**config.mk**
```make
export PLATFORM = sky130hd
export DESIGN_NAME = button_debouncer_bank_flat
export DESIGN_NICKNAME = d
export VERILOG_FILES = /design/src/rtl/button_debouncer_bank_if.sv /design/src/rtl/button_debouncer_bank.sv /design/src/flat_wrapper.sv
export SDC_FILE = /design/constraint.sdc
export NUM_CORES = 1
export LEC_CHECK = 0
export CAP_MARGIN = 10
export CORE_UTILIZATION = 50
export CTS_BUF_LIST = sky130_fd_sc_hd__clkbuf_4 sky130_fd_sc_hd__clkbuf_8 sky130_fd_sc_hd__clkbuf_16
export CTS_CLUSTER_SIZE = 25
export DETAILED_ROUTE_END_ITERATION = 8
export GPL_ROUTABILITY_DRIVEN = 0
export HOLD_SLACK_MARGIN = 0.02
export PLACE_DENSITY = 0.65
export RECOVER_POWER = 50
export SYNTH_ARGS = -nofsm -noshare
export SYNTH_HDL_FRONTEND = slang
export SYNTH_SLANG_ARGS = --single-unit
```
**constraint.sdc**
```tcl
create_clock -name clk -period 3.3 [get_ports clk]
set_input_delay 0.33 -clock clk [delete_from_list [all_inputs] [get_ports clk]]
set_output_delay 0.33 -clock clk [all_outputs]
set_load 0.05 [all_outputs]
```
**src/rtl/button_debouncer_bank_if.sv**
```systemverilog
// Bundle between raw button pins and the debounced event outputs of button_debouncer_bank.
// The master side is the debouncer; the slave side is the pin driver / event consumer.
interface button_debouncer_bank_if #(
  parameter int NUM_CH = 4
);

  logic [NUM_CH-1:0] button_in;
  logic [NUM_CH-1:0] button_level;
  logic [NUM_CH-1:0] press_pulse;
  logic [NUM_CH-1:0] release_pulse;
  logic [NUM_CH-1:0] repeat_pulse;
  logic              any_press;

  modport master (
    input  button_in,
    output button_level,
    output press_pulse,
    output release_pulse,
    output repeat_pulse,
    output any_press
  );

  modport slave (
    output button_in,
    input  button_level,
    input  press_pulse,
    input  release_pulse,
    input  repeat_pulse,
    input  any_press
  );

endinterface

```
**src/rtl/button_debouncer_bank.sv**
```systemverilog
// Multi-channel button debouncer: synchroniser, stable-sample counter, press/release pulses.
// Define BUTTON_DEBOUNCER_AUTOREPEAT_EN to build the held-key auto-repeat generator.
module button_debouncer_bank #(
  parameter int NUM_CH          = 4,
  parameter int SYNC_STAGES     = 2,
  parameter int DEBOUNCE_CYCLES = 100000,
  parameter int ACTIVE_LOW      = 0,
  parameter int HOLD_CYCLES     = 50000000,
  parameter int REPEAT_CYCLES   = 10000000
) (
  input logic                     clk,
  input logic                     reset,
  button_debouncer_bank_if.master bus
);

  function automatic int max_of(input int a, input int b);
    if (a > b) begin
      return a;
    end else begin
      return b;
    end
  endfunction

`ifdef BUTTON_DEBOUNCER_AUTOREPEAT_EN
  localparam int CNT_MAX = max_of(DEBOUNCE_CYCLES, max_of(HOLD_CYCLES, REPEAT_CYCLES));
`else
  localparam int CNT_MAX = DEBOUNCE_CYCLES;
`endif
  localparam int CNT_W = $clog2(CNT_MAX + 1);

  localparam logic [NUM_CH-1:0] POL_MASK = (ACTIVE_LOW != 0) ? {NUM_CH{1'b1}} : {NUM_CH{1'b0}};
  localparam logic [CNT_W-1:0]  CNT_ZERO = {CNT_W{1'b0}};
  localparam logic [CNT_W-1:0]  CNT_ONE  = CNT_W'(1);
  localparam logic [CNT_W-1:0]  DEB_MAX  = CNT_W'(DEBOUNCE_CYCLES);
  localparam logic [CNT_W-1:0]  DEB_LAST = CNT_W'(DEBOUNCE_CYCLES - 1);

  logic [NUM_CH-1:0] sync_r [SYNC_STAGES];
  logic [NUM_CH-1:0] samp_s;

  logic [NUM_CH-1:0] cand_r;
  logic [NUM_CH-1:0] cand_s;
  logic [CNT_W-1:0]  cnt_r [NUM_CH];
  logic [CNT_W-1:0]  cnt_s [NUM_CH];
  logic [NUM_CH-1:0] level_r;
  logic [NUM_CH-1:0] level_s;
  logic [NUM_CH-1:0] press_r;
  logic [NUM_CH-1:0] press_s;
  logic [NUM_CH-1:0] release_r;
  logic [NUM_CH-1:0] release_s;
  logic              any_press_r;

  // Polarity is normalised before the first stage so everything downstream is active-high.
  always_ff @(posedge clk or posedge reset) begin
    if (reset) begin
      for (int k = 0; k < SYNC_STAGES; k++) begin
        sync_r[k] <= {NUM_CH{1'b0}};
      end
    end else begin
      sync_r[0] <= bus.button_in ^ POL_MASK;
      for (int k = 1; k < SYNC_STAGES; k++) begin
        sync_r[k] <= sync_r[k-1];
      end
    end
  end

  assign samp_s = sync_r[SYNC_STAGES-1];

  // Candidate tracking, saturating stable-sample count and level commit per channel.
  always_comb begin
    cand_s    = cand_r;
    level_s   = level_r;
    press_s   = {NUM_CH{1'b0}};
    release_s = {NUM_CH{1'b0}};
    for (int i = 0; i < NUM_CH; i++) begin
      cnt_s[i] = cnt_r[i];
      if (samp_s[i] != cand_r[i]) begin
        cand_s[i] = samp_s[i];
        cnt_s[i]  = CNT_ONE;
      end else if (cnt_r[i] < DEB_MAX) begin
        cnt_s[i] = cnt_r[i] + CNT_ONE;
      end else begin
        cnt_s[i] = cnt_r[i];
      end
      if ((samp_s[i] == cand_r[i]) && (cnt_r[i] == DEB_LAST) && (cand_r[i] != level_r[i])) begin
        level_s[i]   = cand_r[i];
        press_s[i]   = cand_r[i];
        release_s[i] = ~cand_r[i];
      end else begin
        level_s[i] = level_r[i];
      end
    end
  end

  // Debounce state and registered level/pulse outputs.
  always_ff @(posedge clk or posedge reset) begin
    if (reset) begin
      cand_r      <= {NUM_CH{1'b0}};
      level_r     <= {NUM_CH{1'b0}};
      press_r     <= {NUM_CH{1'b0}};
      release_r   <= {NUM_CH{1'b0}};
      any_press_r <= 1'b0;
      for (int i = 0; i < NUM_CH; i++) begin
        cnt_r[i] <= CNT_ZERO;
      end
    end else begin
      cand_r      <= cand_s;
      level_r     <= level_s;
      press_r     <= press_s;
      release_r   <= release_s;
      any_press_r <= |press_s;
      for (int i = 0; i < NUM_CH; i++) begin
        cnt_r[i] <= cnt_s[i];
      end
    end
  end

`ifdef BUTTON_DEBOUNCER_AUTOREPEAT_EN
  localparam logic [CNT_W-1:0] HOLD_LAST = CNT_W'(HOLD_CYCLES - 1);
  localparam logic [CNT_W-1:0] REP_LAST  = CNT_W'(REPEAT_CYCLES - 1);

  logic [CNT_W-1:0]  hold_r [NUM_CH];
  logic [CNT_W-1:0]  hold_s [NUM_CH];
  logic [NUM_CH-1:0] phase_r;
  logic [NUM_CH-1:0] phase_s;
  logic [NUM_CH-1:0] repeat_r;
  logic [NUM_CH-1:0] repeat_s;

  // phase_r selects the initial hold interval (0) or the repeat period (1) as the reload target.
  always_comb begin
    repeat_s = {NUM_CH{1'b0}};
    phase_s  = phase_r;
    for (int i = 0; i < NUM_CH; i++) begin
      hold_s[i] = hold_r[i];
      if (press_s[i] || release_s[i] || !level_r[i]) begin
        hold_s[i]  = CNT_ZERO;
        phase_s[i] = 1'b0;
      end else if (hold_r[i] == (phase_r[i] ? REP_LAST : HOLD_LAST)) begin
        repeat_s[i] = 1'b1;
        hold_s[i]   = CNT_ZERO;
        phase_s[i]  = 1'b1;
      end else begin
        hold_s[i] = hold_r[i] + CNT_ONE;
      end
    end
  end

  // Hold counters and registered repeat pulses.
  always_ff @(posedge clk or posedge reset) begin
    if (reset) begin
      phase_r  <= {NUM_CH{1'b0}};
      repeat_r <= {NUM_CH{1'b0}};
      for (int i = 0; i < NUM_CH; i++) begin
        hold_r[i] <= CNT_ZERO;
      end
    end else begin
      phase_r  <= phase_s;
      repeat_r <= repeat_s;
      for (int i = 0; i < NUM_CH; i++) begin
        hold_r[i] <= hold_s[i];
      end
    end
  end

  assign bus.repeat_pulse = repeat_r;
`else
  logic unused_cfg_s;

  assign unused_cfg_s     = (HOLD_CYCLES > 0) ^ (REPEAT_CYCLES > 0);
  assign bus.repeat_pulse = {NUM_CH{1'b0}};
`endif

  assign bus.button_level  = level_r;
  assign bus.press_pulse   = press_r;
  assign bus.release_pulse = release_r;
  assign bus.any_press     = any_press_r;

endmodule

```
**src/flat_wrapper.sv**
```systemverilog
// flat-port wrapper written by rule: the top's interface ports become plain ports
module button_debouncer_bank_flat 
#(
  parameter int NUM_CH          = 4,
  parameter int SYNC_STAGES     = 2,
  parameter int DEBOUNCE_CYCLES = 100000,
  parameter int ACTIVE_LOW      = 0,
  parameter int HOLD_CYCLES     = 50000000,
  parameter int REPEAT_CYCLES   = 10000000
)
  (clk, reset, bus_button_in, bus_button_level, bus_press_pulse, bus_release_pulse, bus_repeat_pulse, bus_any_press);
  button_debouncer_bank_if #(.NUM_CH(NUM_CH)) bus_i ();
  input logic clk;
  input logic reset;
  input wire logic [$bits(bus_i.button_in)-1:0] bus_button_in;
  output wire logic [$bits(bus_i.button_level)-1:0] bus_button_level;
  output wire logic [$bits(bus_i.press_pulse)-1:0] bus_press_pulse;
  output wire logic [$bits(bus_i.release_pulse)-1:0] bus_release_pulse;
  output wire logic [$bits(bus_i.repeat_pulse)-1:0] bus_repeat_pulse;
  output wire logic [$bits(bus_i.any_press)-1:0] bus_any_press;
  assign bus_i.button_in = bus_button_in;
  assign bus_button_level = bus_i.button_level;
  assign bus_press_pulse = bus_i.press_pulse;
  assign bus_release_pulse = bus_i.release_pulse;
  assign bus_repeat_pulse = bus_i.repeat_pulse;
  assign bus_any_press = bus_i.any_press;
  button_debouncer_bank #(.NUM_CH(NUM_CH), .SYNC_STAGES(SYNC_STAGES), .DEBOUNCE_CYCLES(DEBOUNCE_CYCLES), .ACTIVE_LOW(ACTIVE_LOW), .HOLD_CYCLES(HOLD_CYCLES), .REPEAT_CYCLES(REPEAT_CYCLES)) u_core (.clk(clk), .reset(reset), .bus(bus_i));
endmodule
```
== After elaboration in Yosys (flattened, before gate mapping) ==
Cells that the tools add are included.
Cells by class
  $add $sub $neg: 4
  bitwise logic cells: 4
  div/mod/pow operators: 0
  equality and inequality tests: 16
  mux-type cells: 16
  $lt $le $gt $ge: 4
  shifts and indexed selects: 0
  reduce and logical (&&, ||, !) cells: 13
  $mul: 0
Operators with widths (number)
  $mux W17: 8
  $add A17 B1 Y17 const B: 4
  $eq A17 B17 Y1 const B: 4
  $lt A17 B17 Y1 const B: 4
  $logic_and A1 B1 Y1: 8
  $mux W1: 8
  $ne A1 B1 Y1: 8
  $reduce_bool A2 Y1: 4
  $eq A1 B1 Y1: 4
  $not A1 Y1: 4
  $reduce_or A4 Y1: 1
Word-level totals
  latch bits: 0
  bits in writable memories: 0
  bits in registers: 93
  memories kept: 0
  memory bits (read-only): 0

== Depth between registers and ports, before layout ==
Gate-level depths: netlist of the first run.
  depth after elaboration: 5
  depth in mapped cells: 6

== Least setup slack after synthesis of the first run ==
OpenSTA, ideal clock, no wires.
  path kind: register to register
  start point: reg u_core.cnt_r[45] (netlist bit)
  end point: reg u_core.cnt_r[44] (netlist bit)
  stages on the path, launching flop included: 5
  arrival: 1.912 ns
  period minus slack after synthesis: 1.990 ns
  setup slack: 1.310 ns
  setup time: 0.078 ns
  path through: dfrtp_1 -> or4_4 -> a211o_1 -> or4_1 -> a21oi_1
Between the ends
  longest elaborated chain between the ends: 2
RTL lines
  start: declaration: RTL line button_debouncer_bank.sv:42  | logic [CNT_W-1:0] cnt_r [NUM_CH];
  start signal: indexed assignment: RTL line button_debouncer_bank.sv:112  | cnt_r[i] <= cnt_s[i];
  $lt A17 B17 Y1: RTL line button_debouncer_bank.sv:79  | end else if (cnt_r[i] < DEB_MAX) begin
  $reduce_bool A2 Y1 (no line)
No other way between the ends.
A chain may end at the register's enable or synchronous reset.

== Worst setup path in the final report of the first run ==
  start point: reg u_core.cnt_r[11] (netlist bit)
  end point: reg u_core.cnt_r[15] (netlist bit)
Between the ends
  longest elaborated chain between the ends: 3
RTL lines
  $add A17 B1 Y17: RTL line button_debouncer_bank.sv:80  | cnt_s[i] = cnt_r[i] + CNT_ONE;
  $mux W17: RTL line button_debouncer_bank.sv:79
  $mux W17: RTL line button_debouncer_bank.sv:76  | if (samp_s[i] != cand_r[i]) begin
Parallel ways exist; a longest one is shown, timed or not. The select of a mux whose other input is x is not followed.

==> flow_metrics.tcl, run 1 <==
set metrics [dict create \
    synth_ff_type "dfrtp_1" \
    synth_top_family_by_area "simple AND/OR/NAND/NOR gates" \
    cts_made_buffers 9 \
    cap_violations 1 \
    drive_gt1_share_pct 5.33 \
    cts_max_level 3 \
    drtIter0Drc 83 \
    fill_cells 826 \
    cts_hold_buffers 0 \
    antennaDiodeCount 0 \
    busiest_layer "met2" \
    synth_fa_ha_area_share_pct 1.03 \
    clock_sink_count 93 \
    final_area_sq_um 5310 \
    skew_ns 0.00810 \
    antenna_found_initial 0 \
    grt_usage_pct 21.5 \
    synth_simple_gate_area_share_pct 25.7 \
    holdPathEnd "u_core.samp_s[0]" \
    synthCells 510 \
    cts.path.max_buffers 2 \
    cp_max_fo 15 \
    die_h_um 100 \
    synth-xor-area-share_pct 1.63 \
    detail_route.wl_per_cell_um 15.1 \
    max_freq_mhz 435 \
    place_area_sq_um 5130 \
    synth_mux_area_share_pct 1.86 \
    cp.required_ns 3.58 \
    overflow 0 \
    initial_core_util_pct 51.9 \
    powerDensity_nw_per_um2 399 \
    netlist-cell-type-count 46 \
    cp-start-kind "flip-flop" \
    rows 35 \
    fin_tns_setup_ns 0 \
    slew_violations 40 \
    setup-violations-final 0 \
    grt_pass1_vias 3708 \
    rrSetupSlack_ns 1.00 \
    min_from "u_core.sync_r[4]" \
    synth_edf_count 0 \
    ys_seq_area_share_pct 48.1 \
    ys_warn_count 0 \
    dp_hpwl_mm 6.66 \
    cts.repair.resized 0 \
    nets 530 \
    clk_pin_slew_ns 0.09 \
    critical_path_class "reg2reg" \
    use_met1_pct 27.6 \
    ys_async_sr_fraction_pct 100 \
    cp.arrival_ns 2.58 \
    ir_worst_vdd_mv 0.220 \
    worstReg2RegStart "u_core.cnt_r[11]" \
    violations "capacitance limit, slew limit" \
    hold_slack_ns 0.359 \
    hold_violations 0 \
    fin_crit_ns 2.30 \
    status "finished with violations" \
    dr.pass1.iters 4 \
    grt_pass1_wl_mm 17.1 \
    synth_compound_area_share_pct 18.3 \
    avgSynthCellArea_sq_um 9.49 \
    die_area_sq_um 10100 \
    mostFrequentLayoutCells "93 x dfrtp_1, 49 x nand2_1, 42 x a21oi_1, 29 x nand3_1, 27 x o21ai_0" \
    grt_use_met2_pct 36.2 \
    relSlewSlack_pct -18.7 \
    worstSetupEndpointType "flip-flop" \
    grtUsageMet3_pct 5.57 \
    clk_latency_ns 0.36 \
    rr_worst_depth 4 \
    ioPinCount 23 \
    root_buffer "clkbuf_8" \
    dr_total_vias 3979 \
    cts_tree "done" \
    rsz0062_at_grt "false" \
    total_power_uw 2120 \
    drc_errors 0 \
    min_path_type "reg2reg" \
    port_buffers 18 \
    grt_max_degree 55 \
    dieWidth_um 100 \
    areaGrowthSynthToFinish_pct 9.61 \
    fin_crit_sh_pct 69.7 \
    layout_commonest_cell "dfrtp_1" \
    worst_pin_slew_ns 1.77 \
    core_sq_um 9330 \
    netlist_area_sq_um 4840 \
    r2r-end "u_core.cnt_r[15]" \
    p_leak_uw 0.00208 \
    cts_setup_buffers 0 \
    viasPerCell 6.08 \
    min_path_cells 0 \
    synth-seq-cells 93 \
    wl_mm 9.90 \
    ant_nets 0 \
]
## through the flow
stage	setup slack (ns)	util (%)	cells
2_1_floorplan	0.550	-	513
3_3_place_gp	1.13	55.0	638
3_5_place_dp	1.05	55.0	638
4_1_cts	1.01	56.9	654
5_1_grt	0.779	56.9	654
6_report	1.00	56.9	654
## worst max-delay path: stages (launching register included)
cell and delay (ns):
dfrtp_1 0.43, nor4_2 0.46, o2111ai_1 0.53, or4_1 0.65, a21oi_1 0.15
## sequential cells by signal, indices dropped and copies added (netlist names)
name                      flops
u_core.bus.press_pulse        4
u_core.bus.button_level       4
u_core.cnt_r                 68
u_core.bus.release_pulse      4
u_core.bus.any_press          1
u_core.sync_r                 4
u_core.cand_r                 4
u_core.samp_s                 4
## layer usage
| layer | part of all wire (%) | wire, um |
|---|---|---|
| met3 | 3.3 | 324 |
| met1 | 48 | 4750 |
| met5 | 0 | 0 |
| met4 | 0.94 | 93 |
| met2 | 48 | 4730 |
## where the power goes
part	internal, uW	switching [uW]
Sequential	1180	49.7
Clock	303	412
Combinational	63.6	109
## how the worst max path moves through the flow
stage / from / end / slack, ns
floorplan: reset / u_core.bus.any_press / 0.55
global placement: u_core.cnt_r[11] / u_core.cnt_r[15] / 1.13
detailed placement: u_core.cnt_r[11] / u_core.cnt_r[15] / 1.05
CTS: u_core.cnt_r[11] / u_core.cnt_r[15] / 1.01
global route: u_core.cnt_r[11] / u_core.cnt_r[15] / 0.78
finish: u_core.cnt_r[11] / u_core.cnt_r[15] / 1.00
## cell families (layout without fill, tap and decap cells)
| kind of cell | Yosys count | count (layout) |
|---|---|---|
| AOI/OAI and AO/OA | 138 | 138 |
| xor gates and xnor gates | 9 | 9 |
| adders and majority gates | 4 | 4 |
| buffers and inverters | 39 | 51 |
| DFF | 93 | 93 |
| muxes | 9 | 9 |
| other | 1 | 4 |
| and+or+nand+nor | 217 | 217 |
## final cells by class
type	count	area, sq um	area share [%]
Sequential cell	93	2330	43.9
Timing Repair Buffer	22	223	4.20
Clock buffer	11	145	2.74
Tap cell	129	161	3.04
Clock inverter	5	36.3	0.684
Inverter	13	50.0	0.943
Multi-Input combinational cell	381	2360	44.5
## synth_stat cells, types with 6 or more instances
library cell / n / area (sq um)
a21oi_1: 42 / 210
o31ai_1: 26 / 195
dfrtp_1: 93 / 2330
nor4_1: 15 / 93.8
nand2_1: 49 / 184
a31oi_1: 8 / 50.1
nand4_1: 14 / 87.6
inv_1: 13 / 48.8
nor4b_1: 6 / 52.6
mux2i_1: 9 / 90.1
clkbuf_1: 22 / 82.6
or3_1: 16 / 100
or4_1: 26 / 195
nand2b_1: 7 / 43.8
and3_1: 9 / 56.3
and4_1: 8 / 70.1
nor2_1: 18 / 67.6
a41o_1: 8 / 80.1
o21ai_0: 27 / 135
nand3_1: 29 / 145
o21a_1: 10 / 75.1
Power figures use the tool's default switching activity.
==> run 2, diff against run 1 <==
==> constraint.sdc (replaced) <==
create_clock -name clk -period 2.2 [get_ports clk]
set_input_delay 0.22 -clock clk [delete_from_list [all_inputs] [get_ports clk]]
set_output_delay 0.22 -clock clk [all_outputs]
set_load 0.05 [all_outputs]
==> flow_metrics.tcl, run 2 (synthesis gave the netlist of run 1 again) <==
set metrics [dict create \
    root_buffer "clkbuf_8" \
    hold_violations 0 \
    p_int_uw 2550 \
    dr.pass1.iters 4 \
    min_from "u_core.sync_r[5]" \
    skew_ns 0.00923 \
    areaGrowthSynthToFinish_pct 12.2 \
    antennaDiodeCount 0 \
    setup-violations-final 0 \
    rsz0062_at_grt "false" \
    cp.arrival_ns 2.40 \
    ioPinCount 23 \
    port_buffers 18 \
    worstReg2RegStart "u_core.cnt_r[45]" \
    dp_hpwl_mm 6.92 \
    switchingPower_uw 828 \
    pwr-share-clk_pct 37.5 \
    die_area_sq_um 10100 \
    status "finished, final reports clean" \
    grt_pass1_wl_mm 17.7 \
    cts_made_buffers 9 \
    nets 543 \
    mostFrequentLayoutCells "93 x dfrtp_1, 49 x nand2_1, 42 x a21oi_1, 29 x nand3_1, 27 x o21ai_0" \
    layout_commonest_cell "dfrtp_1" \
    combPwrFrac_pct 8.0 \
    wl_mm 10.1 \
    ir_worst_vdd_mv 0.308 \
    cts.path.max_buffers 2 \
    rr_worst_depth 4 \
    largest_reg_flops 68 \
    clock_sink_count 93 \
    grt_pass1_vias 3842 \
    cpMaxStageDelayCell "or4_4" \
    overflow 0 \
    fin_crit_ns 2.10 \
    cp.required_ns 2.49 \
    cts_max_level 3 \
    rows 35 \
    core_sq_um 9330 \
    critical_path_class "reg2reg" \
    p_sw_share_pct 24.5 \
    min_path_cells 0 \
    antenna_found_initial 0 \
    cap_violations 0 \
    drtIter0Drc 172 \
    drive_gt1_share_pct 7.81 \
    initial_core_util_pct 51.9 \
    cts_tree "done" \
    ant_nets 0 \
    r2r-end "u_core.cnt_r[44]" \
    clk_pin_slew_ns 0.09 \
    largest-register "u_core.cnt_r" \
    max_freq_mhz 475 \
    grt_usage_pct 22.0 \
    cp_max_fo 8 \
    viasPerCell 6.06 \
    drc_errors 0 \
    detail_route.wl_per_cell_um 15.1 \
    slew_violations 0 \
    seqPwrFrac_pct 54.6 \
    clk_latency_ns 0.36 \
    final_core_util_pct 58.2 \
    die_h_um 100 \
    worstSetupEndpointType "flip-flop" \
    p_leak_uw 0.00216 \
    powerDensity_nw_per_um2 622 \
    fin_tns_setup_ns 0 \
    holdPathEnd "u_core.samp_s[1]" \
    dieWidth_um 100 \
    rrSetupSlack_ns 0.1 \
    fin_crit_sh_pct 95.6 \
    worst_pin_slew_ns 1.06 \
    dr_total_vias 4040 \
    cp-start-kind "flip-flop" \
    grt_max_degree 48 \
    cpPeakStageDelay_ns 0.59 \
    crit_path_cell_trace "or4_4, a211o_4, or4_1, a21oi_1" \
    relSlewSlack_pct 29.4 \
    min_path_type "reg2reg" \
]
run 2: cell count changes in the layout (fill, tap and decap cells not counted), sizes merged:
cell,previous run,this run
bufinv,0,2
buf,4,16
clkbuf,11,13
clkinv,2,1
clkinvlp,4,2
run 2: repair_timing:
| action | 4_1_cts | 5_1_grt |
|---|---|---|
| setup endpoints to repair | 0 | 1 |
| resized for setup | 0 | 1 |
| hold buffers | 0 | 0 |
| endpoints found under the hold margin | 0 | 0 |
| buffers inserted | 0 | 1 |
run 2: area by class of cell:
type                       count  area (sq um)
clock buffer                  12           146
clock inverter                 4          72.6
fill                         844          3890
inverter                      13          50.0
multi-input combinational    381          2370
sequential                    93          2330
tap                          129           161
timing repair buffer          35           303
run 2: power groups by stage:
stage | registers, uW | clock network, uW | logic (uW)
floorplan | 1860 | 0 | 209
global placement | 1870 | 0 | 276
detailed placement | 1880 | 0 | 284
CTS | 1840 | 1310 | 285
global route | 1860 | 1360 | 312
finish | 1840 | 1270 | 269
run 2: worst max path at each step:
stage	start	endpoint	slack, ns	depth (start not counted)
2_1_floorplan	u_core.cnt_r[45]	u_core.cnt_r[44]	0.21	4
3_5_place_dp	u_core.cnt_r[45]	u_core.cnt_r[44]	0.09	4
5_1_grt	u_core.cnt_r[45]	u_core.cnt_r[44]	0.01	4
3_3_place_gp	u_core.cnt_r[45]	u_core.cnt_r[44]	0.13	4
6_report	u_core.cnt_r[45]	u_core.cnt_r[44]	0.1	4
4_1_cts	u_core.cnt_r[45]	u_core.cnt_r[44]	0.06	4
run 2: per-stage QoR:
step | std cells | worst slack [ns] | hold slack, ns | total power [uW] | area [sq um]
floorplan | 513 | 0.210 | 0.251 | 2070 | 4860
global placement | 650 | 0.134 | 0.331 | 2150 | 5230
detailed placement | 650 | 0.0913 | 0.336 | 2160 | 5230
CTS | 666 | 0.0636 | 0.198 | 3430 | 5450
global route | 667 | 0.0128 | 0.367 | 3520 | 5430
finish | 667 | 0.0959 | 0.347 | 3380 | 5430
run 2: per-layer routing:
metal | track usage [%] | vias to the layer above | wire (um)
met2 | 35.4 | 66 | 4750
li1 | - | 1993 | -
met3 | 4.18 | 19 | 359
met4 | 8.14 | 0 | 206
met1 | 29.6 | 1962 | 4760
met5 | 0 | - | 0
run 2: worst max-delay path, delay by kind of cell (launching register included):
family             cells  cell delay, ns
DFF                    1            0.43
and+or+nand+nor        2            1.06
AOI/OAI and AO/OA      2            0.55
==> run 3, diff against run 2 <==
==> constraint.sdc (replaced) <==
create_clock -name clk -period 2.4 [get_ports clk]
set_input_delay 0.24 -clock clk [delete_from_list [all_inputs] [get_ports clk]]
set_output_delay 0.24 -clock clk [all_outputs]
set_load 0.05 [all_outputs]
==> flow_metrics.tcl, run 3 (synthesis gave the netlist of run 1 again) <==
set metrics [dict create \
    cts_max_level 3 \
    detail_route.wl_per_cell_um 15.1 \
    ioPinCount 23 \
    clk_pin_slew_ns 0.09 \
    port_buffers 18 \
    dieWidth_um 100 \
    slew_violations 0 \
    min_path_cells 0 \
    cts_made_buffers 9 \
    cts_setup_buffers 0 \
    seqPwrFrac_pct 58.6 \
    dr_total_vias 3975 \
    cap_violations 0 \
    dp_hpwl_mm 6.93 \
    p_leak_uw 0.00211 \
    initial_core_util_pct 51.9 \
    drc_errors 0 \
    relSlewSlack_pct 24.6 \
    powerDensity_nw_per_um2 539 \
    setup-violations-final 0 \
    core_sq_um 9330 \
    largest_reg_flops 68 \
    max_freq_mhz 469 \
    cp.arrival_ns 2.41 \
    worstSetupEndpointType "flip-flop" \
    grt_max_degree 51 \
    p_sw_share_pct 26.6 \
    skew_ns 0.0124 \
    grt_usage_pct 21.6 \
    overflow 0 \
    combPwrFrac_pct 8.6 \
    die_area_sq_um 10100 \
    root_buffer "clkbuf_8" \
    dr.pass1.iters 4 \
    viasPerCell 6.01 \
    rsz0062_at_grt "false" \
    nets 538 \
    cp_max_fo 8 \
    grt_pass1_vias 3666 \
    ir_worst_vdd_mv 0.319 \
    p_int_uw 2120 \
    grt_pass1_wl_mm 17.5 \
    min_path_type "reg2reg" \
    pwr-share-clk_pct 32.8 \
    antennaDiodeCount 0 \
    fin_tns_setup_ns 0 \
    switchingPower_uw 769 \
    layout_commonest_cell "dfrtp_1" \
    drtIter0Drc 159 \
    drive_gt1_share_pct 6.77 \
    hold_slack_ns 0.349 \
    cts.path.max_buffers 2 \
    status "finished, final reports clean" \
    fin_crit_sh_pct 88.8 \
    die_h_um 100 \
    fin_crit_ns 2.13 \
    rows 35 \
    rr_worst_depth 4 \
    ant_nets 0 \
    areaGrowthSynthToFinish_pct 10.5 \
    total_power_uw 2890 \
    clk_latency_ns 0.35 \
    cp-start-kind "flip-flop" \
    fill_cells 808 \
    largest-register "u_core.cnt_r" \
    mostFrequentLayoutCells "93 x dfrtp_1, 49 x nand2_1, 42 x a21oi_1, 29 x nand3_1, 27 x o21ai_0" \
    cts_tree "done" \
    clock_sink_count 93 \
    cp.required_ns 2.68 \
    antenna_found_initial 0 \
    worst_pin_slew_ns 1.13 \
    hold_violations 0 \
    critical_path_class "reg2reg" \
    wl_mm 10.0 \
]
-- run 3: cell types whose count changed in the layout (fill, tap and decap cells not counted) --
cell	before	now
buf_4	15	10
bufinv_16	2	0
clkbuf_4	3	1
clkinv_4	0	2
a211o_1	0	1
a211o_4	1	0
buf_2	1	0
clkbuf_8	9	10
clkinvlp_4	1	2
nor4_1	15	14
nor4_2	1	2
-- run 3: layer usage --
| metal | GRT usage (%) | vias up | wire length [um] |
|---|---|---|---|
| met4 | 5.80 | 0 | 72 |
| met5 | 0 | - | 0 |
| li1 | - | 1992 | - |
| met2 | 34.6 | 63 | 4780 |
| met1 | 30.6 | 1912 | 4890 |
| met3 | 3.34 | 8 | 268 |
-- run 3: area by class of cell --
class                           count  area [sq um]  area share (%)
Sequential cell                    93          2330            43.5
Inverter                           13          50.0           0.935
Tap cell                          129           161            3.02
Multi-Input combinational cell    381          2370            44.3
Clock inverter                      5          37.5           0.701
Timing Repair Buffer               30           268            5.00
Clock buffer                       10           138            2.57
-- run 3: power groups by stage --
stage / Sequential (uW) / Clock, uW / Combinational, uW
2_1_floorplan: 1700 / 0 / 192
3_3_place_gp: 1720 / 0 / 250
3_5_place_dp: 1720 / 0 / 258
4_1_cts: 1690 / 985 / 257
5_1_grt: 1700 / 1050 / 287
6_report: 1690 / 948 / 247
-- run 3: worst paths after layout --
check	startpoint	end	slack (ns)
max reg2reg	u_core.cnt_r[45]	u_core.cnt_r[44]	0.27
min reg2reg	u_core.sync_r[5]	u_core.samp_s[1]	0.35
max	u_core.cnt_r[45]	u_core.cnt_r[44]	0.27
max in group asynchronous	reset	u_core.cnt_r[18]	0.57
min	u_core.sync_r[5]	u_core.samp_s[1]	0.35
min in group asynchronous	reset	u_core.cnt_r[47]	0.56
-- run 3: per-stage QoR --
| step | setup slack, ns | instance area [sq um] | std cells | util, % |
|---|---|---|---|---|
| 5_1_grt | 0.107 | 5350 | 661 | 57.4 |
| 4_1_cts | 0.273 | 5360 | 661 | 57.5 |
| 3_3_place_gp | 0.358 | 5190 | 646 | 55.6 |
| 6_report | 0.268 | 5350 | 661 | 57.4 |
| 2_1_floorplan | 0.410 | 4860 | 513 | - |
| 3_5_place_dp | 0.298 | 5190 | 646 | 55.6 |
-- run 3: critical path: stages, from the launching register on --
cell	delay, ns
dfrtp_1	0.44
or4_4	0.57
a211o_1	0.40
or4_1	0.50
a21oi_1	0.16
-- run 3: timing repair --
item                                    4_1_cts  5_1_grt
endpoints found under the setup margin        0        2
hold buffers                                  0        0
gates resized for setup                       0        1
